[config.mk]
export PLATFORM = sky130hd
export DESIGN_NAME = prefix_adder_16_bit_post_processing
export DESIGN_NICKNAME = d
export VERILOG_FILES = /design/src/rtl/prefix_adder_pkg.sv /design/src/rtl/prefix_adder_sum_gen.sv /design/src/rtl/prefix_adder_16_bit_post_processing.sv
export SDC_FILE = /design/constraint.sdc
export NUM_CORES = 1
export LEC_CHECK = 0
export CORE_MARGIN = 1
export CORE_UTILIZATION = 50
export DETAILED_ROUTE_END_ITERATION = 8
export DONT_BUFFER_PORTS = 1
export PLACE_DENSITY = 0.68
export SKIP_LAST_GASP = 1
export SLEW_MARGIN = 20
export SYNTH_ARGS = -nofsm -noshare
export SYNTH_HDL_FRONTEND = slang
export SYNTH_SLANG_ARGS = --single-unit
[constraint.sdc]
create_clock -name clk -period 1.25 [get_ports clk]
set_input_delay 0.1875 -clock clk [delete_from_list [all_inputs] [get_ports clk]]
set_output_delay 0.1875 -clock clk [all_outputs]
set_load 0.03 [all_outputs]
[src/rtl/prefix_adder_pkg.sv]
// Shared widths, sum type and carry-mask helper for the 16-bit prefix adder family.
package prefix_adder_pkg;

  localparam int ADDER_W = 16;
  localparam int SUM_W   = ADDER_W + 1;

  typedef logic [SUM_W-1:0] sum_t;

  // Bit i is 1 when the carry into sum bit i is kept; bits below n are dropped.
  function automatic logic [ADDER_W-1:0] carry_keep_mask(input int n);
    logic [ADDER_W-1:0] m;
    for (int i = 0; i < ADDER_W; i++) begin
      m[i] = (i >= n);
    end
    return m;
  endfunction

endpackage

[src/rtl/prefix_adder_sum_gen.sv]
// Combinational sum formation from propagate and group-generate vectors,
// with optional suppression of carries into the low APPROX_LSBS bits.
module prefix_adder_sum_gen
  import prefix_adder_pkg::*;
#(
  parameter int APPROX_LSBS = 0
) (
  input  logic [ADDER_W-1:0] p,
  input  logic [SUM_W-1:0]   gp,
  output sum_t               sum
);

  if (APPROX_LSBS < 0 || APPROX_LSBS > ADDER_W - 1) begin : g_bad_approx
    $error("prefix_adder_sum_gen: APPROX_LSBS must be in 0..15");
  end

  localparam logic [ADDER_W-1:0] KEEP = carry_keep_mask(APPROX_LSBS);

  logic [ADDER_W-1:0] carry_in;
  // gp[15] duplicates the final carry already delivered on gp[16].
  logic               unused_gp_msb;

  assign unused_gp_msb = gp[ADDER_W-1];

  always_comb begin
    carry_in = {gp[ADDER_W-2:0], 1'b0} & KEEP;
    sum      = {gp[ADDER_W], p ^ carry_in};
  end

endmodule

[src/rtl/prefix_adder_16_bit_post_processing.sv]
// Registered sum stage of the prefix adder: main output register plus one skid
// entry, so in_ready is a flop and never waits on out_ready combinationally.
module prefix_adder_16_bit_post_processing
  import prefix_adder_pkg::*;
#(
  parameter int APPROX_LSBS = 0,
  parameter int CNT_W       = 16
) (
  input  logic             clk,
  input  logic             rst_n,
  input  logic             in_valid,
  output logic             in_ready,
  input  logic [15:0]      p,
  input  logic [16:0]      gp,
  output logic             out_valid,
  input  logic             out_ready,
  output logic [16:0]      sum,
  output logic [CNT_W-1:0] out_count
);

  // Handshake: a beat moves on any rising edge where valid & ready are both 1;
  // a producer holding valid must keep its data stable until that edge.

  sum_t             sum_new;
  sum_t             main_q, main_d;
  logic             main_valid_q, main_valid_d;
  sum_t             skid_q, skid_d;
  logic             skid_valid_q, skid_valid_d;
  logic [CNT_W-1:0] cnt_q, cnt_d;
  logic             accept;
  logic             drain;

  prefix_adder_sum_gen #(
    .APPROX_LSBS(APPROX_LSBS)
  ) u_sum_gen (
    .p  (p),
    .gp (gp),
    .sum(sum_new)
  );

  always_comb begin
    main_d       = main_q;
    main_valid_d = main_valid_q;
    skid_d       = skid_q;
    skid_valid_d = skid_valid_q;
    cnt_d        = cnt_q;
    accept       = in_valid & ~skid_valid_q;
    drain        = main_valid_q & out_ready;

    if (!main_valid_q || drain) begin
      // Skid holds the older beat, so it must refill main before new input.
      if (skid_valid_q) begin
        main_d       = skid_q;
        main_valid_d = 1'b1;
        skid_valid_d = 1'b0;
      end else if (accept) begin
        main_d       = sum_new;
        main_valid_d = 1'b1;
      end else begin
        main_valid_d = 1'b0;
      end
    end else if (accept) begin
      skid_d       = sum_new;
      skid_valid_d = 1'b1;
    end

    if (drain) begin
      cnt_d = cnt_q + CNT_W'(1);
    end
  end

  always_ff @(posedge clk or negedge rst_n) begin
    if (!rst_n) begin
      main_q       <= '0;
      main_valid_q <= 1'b0;
      skid_q       <= '0;
      skid_valid_q <= 1'b0;
      cnt_q        <= '0;
    end else begin
      main_q       <= main_d;
      main_valid_q <= main_valid_d;
      skid_q       <= skid_d;
      skid_valid_q <= skid_valid_d;
      cnt_q        <= cnt_d;
    end
  end

  assign in_ready  = ~skid_valid_q;
  assign out_valid = main_valid_q;
  assign sum       = main_q;
  assign out_count = cnt_q;

endmodule
==> flow_summary.toml, run 1 <==
[status]
outcome = "complete, but fails checks"
failed_checks = "negative hold slack, negative setup slack"

[sta]
setup_viol = 18
worst_pin_slew_ns = 0.408
rsz0062_at_grt = "true"
min_period_ns = 1.36
finClkSkew_ns = 0.00641
fin_ws_ns = -0.107
min_period_over_period_pct = 109
fmax_ghz = 0.737
final-hold-violation-count = 52
slew_headroom_pct = 72.6
drv_slew = 0
tns_ns = -1.18
hold_ws_ns = -0.427

[cts]
root_buffer = "clkbuf_8"
clk_pin_slew_ns = 0.09
cts_buffers = 5
cts_buffer_depth = 2
cts_tree = "done"
ctsHoldBuffers = 1
htreeDepth = 2
clkLatencyLatePin_ns = 0.30
cts.sinks = 52

[logic_synthesis]
synth_cell_type_count = 27
synth_area_mm2 = 0.00232
synth_edf_count = 0
synth-main-ff-cell = "dfrtp_1"
synth_area_leaders = "dfrtp_1 (56%), xnor2_1 (8.7%), a21oi_1 (6.5%)"
synthArstFlopShare_pct = 100
yosys_warnings = 0
netlist.area_leader.share_pct = 56.1
synth.most_common_cell = "dfrtp_1"
synthCells = 225
ys_seq_area_share_pct = 56.1
syn_nets = 263
ys_seq_elements = 52
synth_top_area_cell = "dfrtp_1"
avgSynthCellArea_um2 = 10.3
ys_top_cells_by_count = "dfrtp_1 (52), nor2_1 (37), a21oi_1 (30)"

[place]
placed_area_mm2 = 0.00264
numPortBuffers = 0
routabilityCongestion = 0.733
hpwl_mm = 2.91
pre_cts_ws_ns = -0.0340

[route]
drcViolationCount = 0
drtAntennaViolNets = 0
first_pass_iters = 4
wirelength_mm = 5.13
vias = 1713
drt_iter0_markers = 34
viasPerCell = 5.40
wire_per_inst_um = 16.2

[critical_path]
reg2reg_depth = 4
worstSetupEndpointType = "flip-flop"
path_max_fanout = 4
crit_path_start_kind = "flip-flop"
regToRegSetupSlack_ns = -0.11
required_ns = 1.43
critical_path_class = "flip-flop to flip-flop"
arrival_ns = 1.54

[grt]
grt_usage_pct = 21.0
grt_pass1_vias = 1704
grt_overflow = 0
grt_max_degree = 53
grt_pass1_wl_mm = 8.00
antenna_found_initial = 0

[layout]
areaGrowthSynthToFinish_pct = 37.2
drive_gt1_share_pct = 41.9
insertedDiodeCount = 0
fin_nets = 302
stdcell_area_mm2 = 0.00318

[pwr]
p_leak_nw = 1.34
total_power_mw = 5.10
power_density_mw_per_mm2 = 1600
ir_worst_vdd_mv = 1.05

[worst_hold_path]
min_path_type = "primary input to async pin"

[die]
io_pins = 72
core_mm2 = 0.00441
die_area_mm2 = 0.00492
num_rows = 24
die_h_um = 70.1
initial_core_util_pct = 52.6
dieWidth_um = 70.1

[run]
drv_cap = 0
-- power by group --
group	switching (mW)	total, mW	internal [mW]
sequential	0.591	2.64	2.05
clock	0.521	0.916	0.394
combinational	0.789	1.54	0.752
total	1.90	5.10	3.20
-- cell usage in the layout (no fill, tap or decap), types with 3 or more instances in the layout --
cell type  count
dfrtp_1       39
buf_4         26
xnor2_1       23
nand2_1       22
nor2_4        17
nor2_1        16
a21oi_1       15
a21oi_2       15
o21ai_1       14
dfrtp_2       13
xor2_1         7
buf_6          6
nand3_1        5
nor2_2         5
clkbuf_8       5
buf_12         4
o21ai_0        3
buf_16         3
-- path summary, 6_finish.rpt --
check / from / endpoint
min in group clk: p[0] / skid_q[0]
max in group asynchronous: rst_n / out_count[9]
hold / removal: rst_n / skid_valid_q
setup reg to reg: skid_valid_q / skid_q[16]
hold reg to reg: out_count[14] / out_count[14]
setup / recovery: skid_valid_q / skid_q[16]
-- registers in the layout (all words and copies together) (netlist names) --
signal and flops:
skid_q 17, out_valid 1, sum 17, out_count 16, skid_valid_q 1
-- layout make-up --
cell class / instances / area [um^2]
clock buffer: 7 / 76.3
timing repair buffer: 42 / 493
clock inverter: 1 / 5.00
inverter: 3 / 16.3
tap: 52 / 65.1
fill: 313 / 1230
sequential: 52 / 1320
multi-input combinational: 160 / 1210
-- worst max-delay path, stage by stage, from the launching register on --
cell     delay (ns)
dfrtp_2        0.44
buf_6          0.13
nor3b_4        0.20
buf_6          0.18
mux2_4         0.30
-- metal layers --
| metal | share of wire [%] | vias up | global-route usage, % |
|---|---|---|---|
| met1 | 39 | 829 | 24.1 |
| met2 | 54 | 50 | 38.4 |
| met5 | 0 | - | 0 |
| met4 | 1.5 | 0 | 4.67 |
| met3 | 5.6 | 9 | 6.20 |
| li1 | - | 825 | - |
-- through the flow --
step | hold slack [ns] | utilization [%] | instances
floorplan | -0.108 | - | 225
global placement | -0.107 | 59.8 | 297
detailed placement | -0.107 | 59.8 | 297
CTS | -0.434 | 66.1 | 314
global route | -0.448 | 72.1 | 317
finish | -0.427 | 72.1 | 317
-- timing repair --
action,4_1_cts,5_1_grt
pin swaps,1,7
endpoints found under the setup margin,20,42
hold endpoints to repair,53,52
buffers inserted,5,2
gates cloned,3,1
gates resized for setup,21,68
-- cells by family after synthesis --
family,count (synthesis),share of synthesized area (%)
AO/OA/AOI/OAI,48,10.4
XOR/XNOR,30,11.3
adder cells (fa/ha/maj),1,0.539
buffers and inverters,13,2.70
flip-flops,52,56.1
multiplexers,5,2.32
AND/OR/NAND/NOR,76,16.7
(Power assumes the default switching activity.)
==> inputs of run 2 (changes only) <==
--- a/config.mk
+++ b/config.mk
@@ -9,7 +9,7 @@
 export CORE_UTILIZATION = 50
 export DETAILED_ROUTE_END_ITERATION = 8
 export DONT_BUFFER_PORTS = 1
-export PLACE_DENSITY = 0.68
+export PLACE_DENSITY_LB_ADDON = 0.3
 export SKIP_LAST_GASP = 1
 export SLEW_MARGIN = 20
 export SYNTH_ARGS = -nofsm -noshare
==> run 2 against run 1 <==
The flow still finishes with violations (negative hold slack, negative setup slack). Critical path type unchanged. Count of clock-buffer cells in the layout decreased by 2. Global-route usage decreased by 1.1 points. Combinational power fell by 4%. Largest power group unchanged. First-iteration DRC count up 68%. Wire length fell by 3.0%. Via count grew 0.58%. Highest routed layer unchanged.
==> flow_summary.toml, run 2 (same netlist as run 1, synthesis figures left out) <==
[layout]
insertedDiodeCount = 0
areaGrowthSynthToFinish_pct = 36.6
fin_util_pct = 71.8
layout_commonest_cell = "dfrtp_1"
drive_gt1_share_pct = 40.4
fin_nets = 307
final_cell_mix = "dfrtp_1 (40), nor2_1 (34), a21oi_1 (25), buf_4 (25), xnor2_1 (23)"

[critical_path]
critical_path_class = "flip-flop to flip-flop"
required_ns = 1.45
worstSetupEndpointType = "flip-flop"
reg2reg_to = "skid_q[0]"
crit_buf_inv = 2
regToRegSetupSlack_ns = -0.07
critPathMaxStageDelay_ns = 0.41
reg2reg_depth = 4
cp_common_cell = "buf_6"
path_max_fanout = 6
crit_chain = "buf_6 -> nor3b_4 -> buf_6 -> mux2_4"
cpLargestDelayFamily = "flip-flops"
cp.depth = 4
arrival_ns = 1.52
r2r_start = "skid_valid_q"
crit_path_start_kind = "flip-flop"
slowest_stage = "dfrtp_1"

[sta]
rsz0062_at_grt = "true"
finClkSkew_ns = 0.00607
hold_ws_ns = -0.436
min_period_over_period_pct = 106
slew_headroom_pct = 74.8
final-hold-violation-count = 52
setup_viol = 33
fin_ws_ns = -0.0744
min_period_ns = 1.32
fmax_ghz = 0.755
worst_pin_slew_ns = 0.377
drv_slew = 0

[run]
drv_cap = 0

[route]
first_pass_iters = 4
wire_per_inst_um = 15.5
drcViolationCount = 0
drtAntennaViolNets = 0
vias = 1723
viasPerCell = 5.35
wirelength_mm = 4.98
drt_iter0_markers = 57

[die]
io_pins = 72
core_mm2 = 0.00441
die_area_mm2 = 0.00492
initial_core_util_pct = 52.6
dieWidth_um = 70.1
num_rows = 24
die_h_um = 70.1

[place]
hpwl_mm = 3.03
routabilityCongestion = 0.728
numPortBuffers = 0
pre_cts_ws_ns = -0.0489

[status]
outcome = "complete, but fails checks"
failed_checks = "negative hold slack, negative setup slack"

[grt]
grt_usage_pct = 19.9
antenna_found_initial = 0
grt_pass1_vias = 1588
grt_overflow = 0
grt_max_degree = 53
grt_pass1_wl_mm = 7.59

[cts]
cts_buffer_depth = 2
htreeDepth = 2
ctsHoldBuffers = 1
cts_tree = "done"
clk_pin_slew_ns = 0.09
root_buffer = "clkbuf_8"
clkLatencyLatePin_ns = 0.30
cts_buffers = 5
cts.sinks = 52

[pwr]
p_switching_mw = 1.89
seqPwrFrac_pct = 50.0
power_frac_comb_pct = 28.2
ir_worst_vdd_mv = 0.891
power_switching_share_pct = 36.0
power_density_mw_per_mm2 = 1660
p_leak_nw = 1.40
intPower_mw = 3.37
p_clk_share_pct = 21.8

[worst_hold_path]
min_path_type = "primary input to async pin"
==> run 2: changes by cell type in the layout (fill, tap and decap cells not counted), moves of 10 or more <==
cell,before,now
nor2_4,17,2
a21oi_2,15,5
nand2_1,22,7
nor2_1,16,34
a21oi_1,15,25
nand2_2,0,10
==> run 2: worst register-to-register path: cells and delay by family (launching register included) <==
kind / cells / cell delay (ns)
buffers and inverters: 2 / 0.31
muxes: 1 / 0.31
DFF: 1 / 0.41
and+or+nand+nor: 1 / 0.19
==> run 2: area by class of cell <==
| type | instances | area [um^2] |
|---|---|---|
| multi-input combinational | 160 | 1120 |
| clock inverter | 3 | 42.5 |
| sequential | 52 | 1320 |
| timing repair buffer | 47 | 534 |
| tap | 52 | 65.1 |
| fill | 328 | 1250 |
| clock buffer | 5 | 68.8 |
| inverter | 3 | 16.3 |
==> run 2: what timing repair did <==
item,in CTS,in global routing
buffers inserted,4,2
gates resized for setup,14,63
gates cloned,2,5
endpoints found under the setup margin,18,44
pin swaps,3,5
endpoints found under the hold margin,53,52
==> run 2: power groups by stage <==
stage | Sequential (mW) | Combinational [mW] | Clock (mW)
floorplan | 2.79 | 0.559 | 0
global placement | 2.59 | 1.13 | 0
detailed placement | 2.61 | 1.17 | 0
CTS | 2.59 | 1.27 | 1.18
global route | 2.68 | 1.64 | 1.23
finish | 2.63 | 1.48 | 1.15
==> run 2: metrics by stage <==
step | cells | total power [mW] | hold slack [ns] | setup TNS (ns) | area (um^2)
floorplan | 225 | 3.35 | -0.108 | -0.710 | 2350
global placement | 300 | 3.72 | -0.107 | -0.00949 | 2640
detailed placement | 300 | 3.78 | -0.107 | -0.322 | 2640
CTS | 315 | 5.04 | -0.447 | -0.626 | 2880
global route | 322 | 5.55 | -0.457 | -3.18 | 3170
finish | 322 | 5.26 | -0.436 | -1.12 | 3170
==> run 2: worst max-delay path by stage <==
stage / slack [ns] / start / to
floorplan: -0.08 / out_count[6] / out_count[13]
global placement: -0.003 / out_valid / skid_q[8]
detailed placement: -0.05 / out_valid / skid_q[10]
CTS: -0.05 / skid_valid_q / in_ready
global route: -0.13 / skid_valid_q / skid_q[13]
finish: -0.07 / skid_valid_q / skid_q[0]
==> run 2: metal layers <==
metal | routed length, um | share of wire, % | vias up | global-route usage [%]
li1 | - | - | 833 | -
met1 | 2030 | 41 | 823 | 25.4
met2 | 2570 | 52 | 58 | 31.5
met3 | 308 | 6.2 | 9 | 6.93
met4 | 63 | 1.3 | 0 | 6.67
met5 | 0 | 0 | - | 0
==> inputs of run 3 (changes only) <==
--- a/config.mk
+++ b/config.mk
@@ -9,6 +9,7 @@
 export CORE_UTILIZATION = 50
 export DETAILED_ROUTE_END_ITERATION = 8
 export DONT_BUFFER_PORTS = 1
+export GPL_TIMING_DRIVEN = 0
 export PLACE_DENSITY_LB_ADDON = 0.3
 export SKIP_LAST_GASP = 1
 export SLEW_MARGIN = 20
==> run 3 against run 2 <==
The flow still finishes with violations (negative hold slack, negative setup slack). Cell count is 6.5% lower. Sequential cell count stayed put. Clock skew hardly changed. Largest power group unchanged. Sequential share of layout area is 0.85 points higher. Highest routed layer unchanged.
==> flow_summary.toml, run 3 (same netlist as run 1, synthesis figures left out) <==
[pwr]
ir_worst_vdd_mv = 1.03
p_leak_nw = 1.27
total_power_mw = 5.27
power_density_mw_per_mm2 = 1700

[layout]
seqCellArea_mm2 = 0.00132
layout_commonest_cell = "dfrtp_1"
fin_nets = 286
nFillCells = 309
final_cell_mix = "dfrtp_1 (40), xnor2_1 (23), nor2_1 (21)"
insertedDiodeCount = 0
multiInputGateArea_mm2 = 0.00126
drive_gt1_share_pct = 44.2
areaGrowthSynthToFinish_pct = 33.8

[place]
hpwl_mm = 3.02
routabilityCongestion = 0.761
numPortBuffers = 0
pre_cts_ws_ns = -0.356

[status]
failed_checks = "negative hold slack, negative setup slack"
outcome = "complete, but fails checks"

[critical_path]
required_ns = 1.44
cpLargestDelayFamily = "flip-flops"
arrival_ns = 1.69
critical_path_class = "flip-flop to flip-flop"
crit_chain = "nand2b_4 -> nor3b_4 -> buf_6 -> mux2_4"
crit_buf_inv = 1
path_max_fanout = 7
slowest_stage = "dfrtp_2"
critPathMaxStageDelay_ns = 0.57
crit_path_start_kind = "flip-flop"
worstSetupEndpointType = "flip-flop"
regToRegSetupSlack_ns = -0.25

[cts]
cts_buffer_depth = 2
cts_tree = "done"
cts.sinks = 52
htreeDepth = 2
clk_pin_slew_ns = 0.09
root_buffer = "clkbuf_8"
clkLatencyLatePin_ns = 0.30
cts_buffers = 5

[die]
num_rows = 24
io_pins = 72
die_area_mm2 = 0.00492
initial_core_util_pct = 52.6
core_mm2 = 0.00441
dieWidth_um = 70.1
die_h_um = 70.1

[route]
drcViolationCount = 0
vias = 1708
wirelength_mm = 5.46
wire_per_inst_um = 18.1
viasPerCell = 5.67
first_pass_iters = 4
drt_iter0_markers = 59
drtAntennaViolNets = 0

[sta]
final-hold-violation-count = 52
hold_ws_ns = -0.435
rsz0062_at_grt = "true"
min_period_ns = 1.50
worst_pin_slew_ns = 0.460
drv_slew = 0
min_period_over_period_pct = 120
finClkSkew_ns = 0.00571
setup_viol = 44
slew_headroom_pct = 69.3
fmax_ghz = 0.669
fin_ws_ns = -0.245

[grt]
grt_util_met2_pct = 33.7
grt_max_degree = 53
antenna_found_initial = 0
grt_pass1_wl_mm = 7.85
use_met1_pct = 25.6
grt_pass1_vias = 1627
grt.busiest_layer = "met2"
grt_overflow = 0
grt_use_met3_pct = 7.79
grt_usage_pct = 20.7

[run]
drv_cap = 0

[worst_hold_path]
min_path_type = "primary input to async pin"
[run 3: changes by cell type in the layout (fill, tap and decap cells not counted), sizes merged]
cell	change
buf	-17
bufbuf	-1
clkinv	-1
clkinvlp	-1
dlygate4sd3	-1
[run 3: layout make-up]
type                    count  area share (%)
plain buffers              10            4.39
clock buffers               7            3.10
clock inverters             1           0.967
inverters                   3           0.766
multi-input cells         160            40.6
flip-flops and latches     52            42.4
well taps                  52            2.10
repair buffers             16            5.68
[run 3: what timing repair did]
item,in CTS,in global routing
setup buffers,7,6
pin swaps,13,8
endpoints found under the setup margin,45,47
endpoints found under the hold margin,52,52
cloned,1,3
gates resized for setup,42,79
[run 3: power breakdown]
part | internal, mW | switching (mW) | total (mW)
combinational | 0.570 | 0.508 | 1.08
clock | 0.707 | 0.543 | 1.25
sequential | 2.05 | 0.892 | 2.94
[run 3: routing by layer]
| metal | part of all wire, % | up-vias |
|---|---|---|
| li1 | - | 791 |
| met1 | 40 | 839 |
| met2 | 53 | 63 |
| met3 | 5.7 | 15 |
| met4 | 1.9 | 0 |
| met5 | 0 | - |
[run 3: final timing paths]
path,startpoint,depth (start not counted),to
min in group clk,in_valid,2,out_valid
max reg2reg,out_valid,4,skid_q[0]
max,out_valid,4,skid_q[0]
min reg2reg,skid_q[16],1,skid_q[16]
min,rst_n,0,out_count[9]
max in group asynchronous,rst_n,0,out_valid
[run 3: metrics by stage]
stage,instance area (um^2),utilization [%],std cells,hold slack (ns),TNS (ns)
global placement,2410,54.7,277,-0.107,-7.86
floorplan,2350,-,225,-0.108,-0.710
CTS,2790,63.2,293,-0.446,-4.60
finish,3100,70.3,301,-0.435,-5.88
global route,3100,70.3,301,-0.455,-8.32
detailed placement,2410,54.7,277,-0.107,-8.95
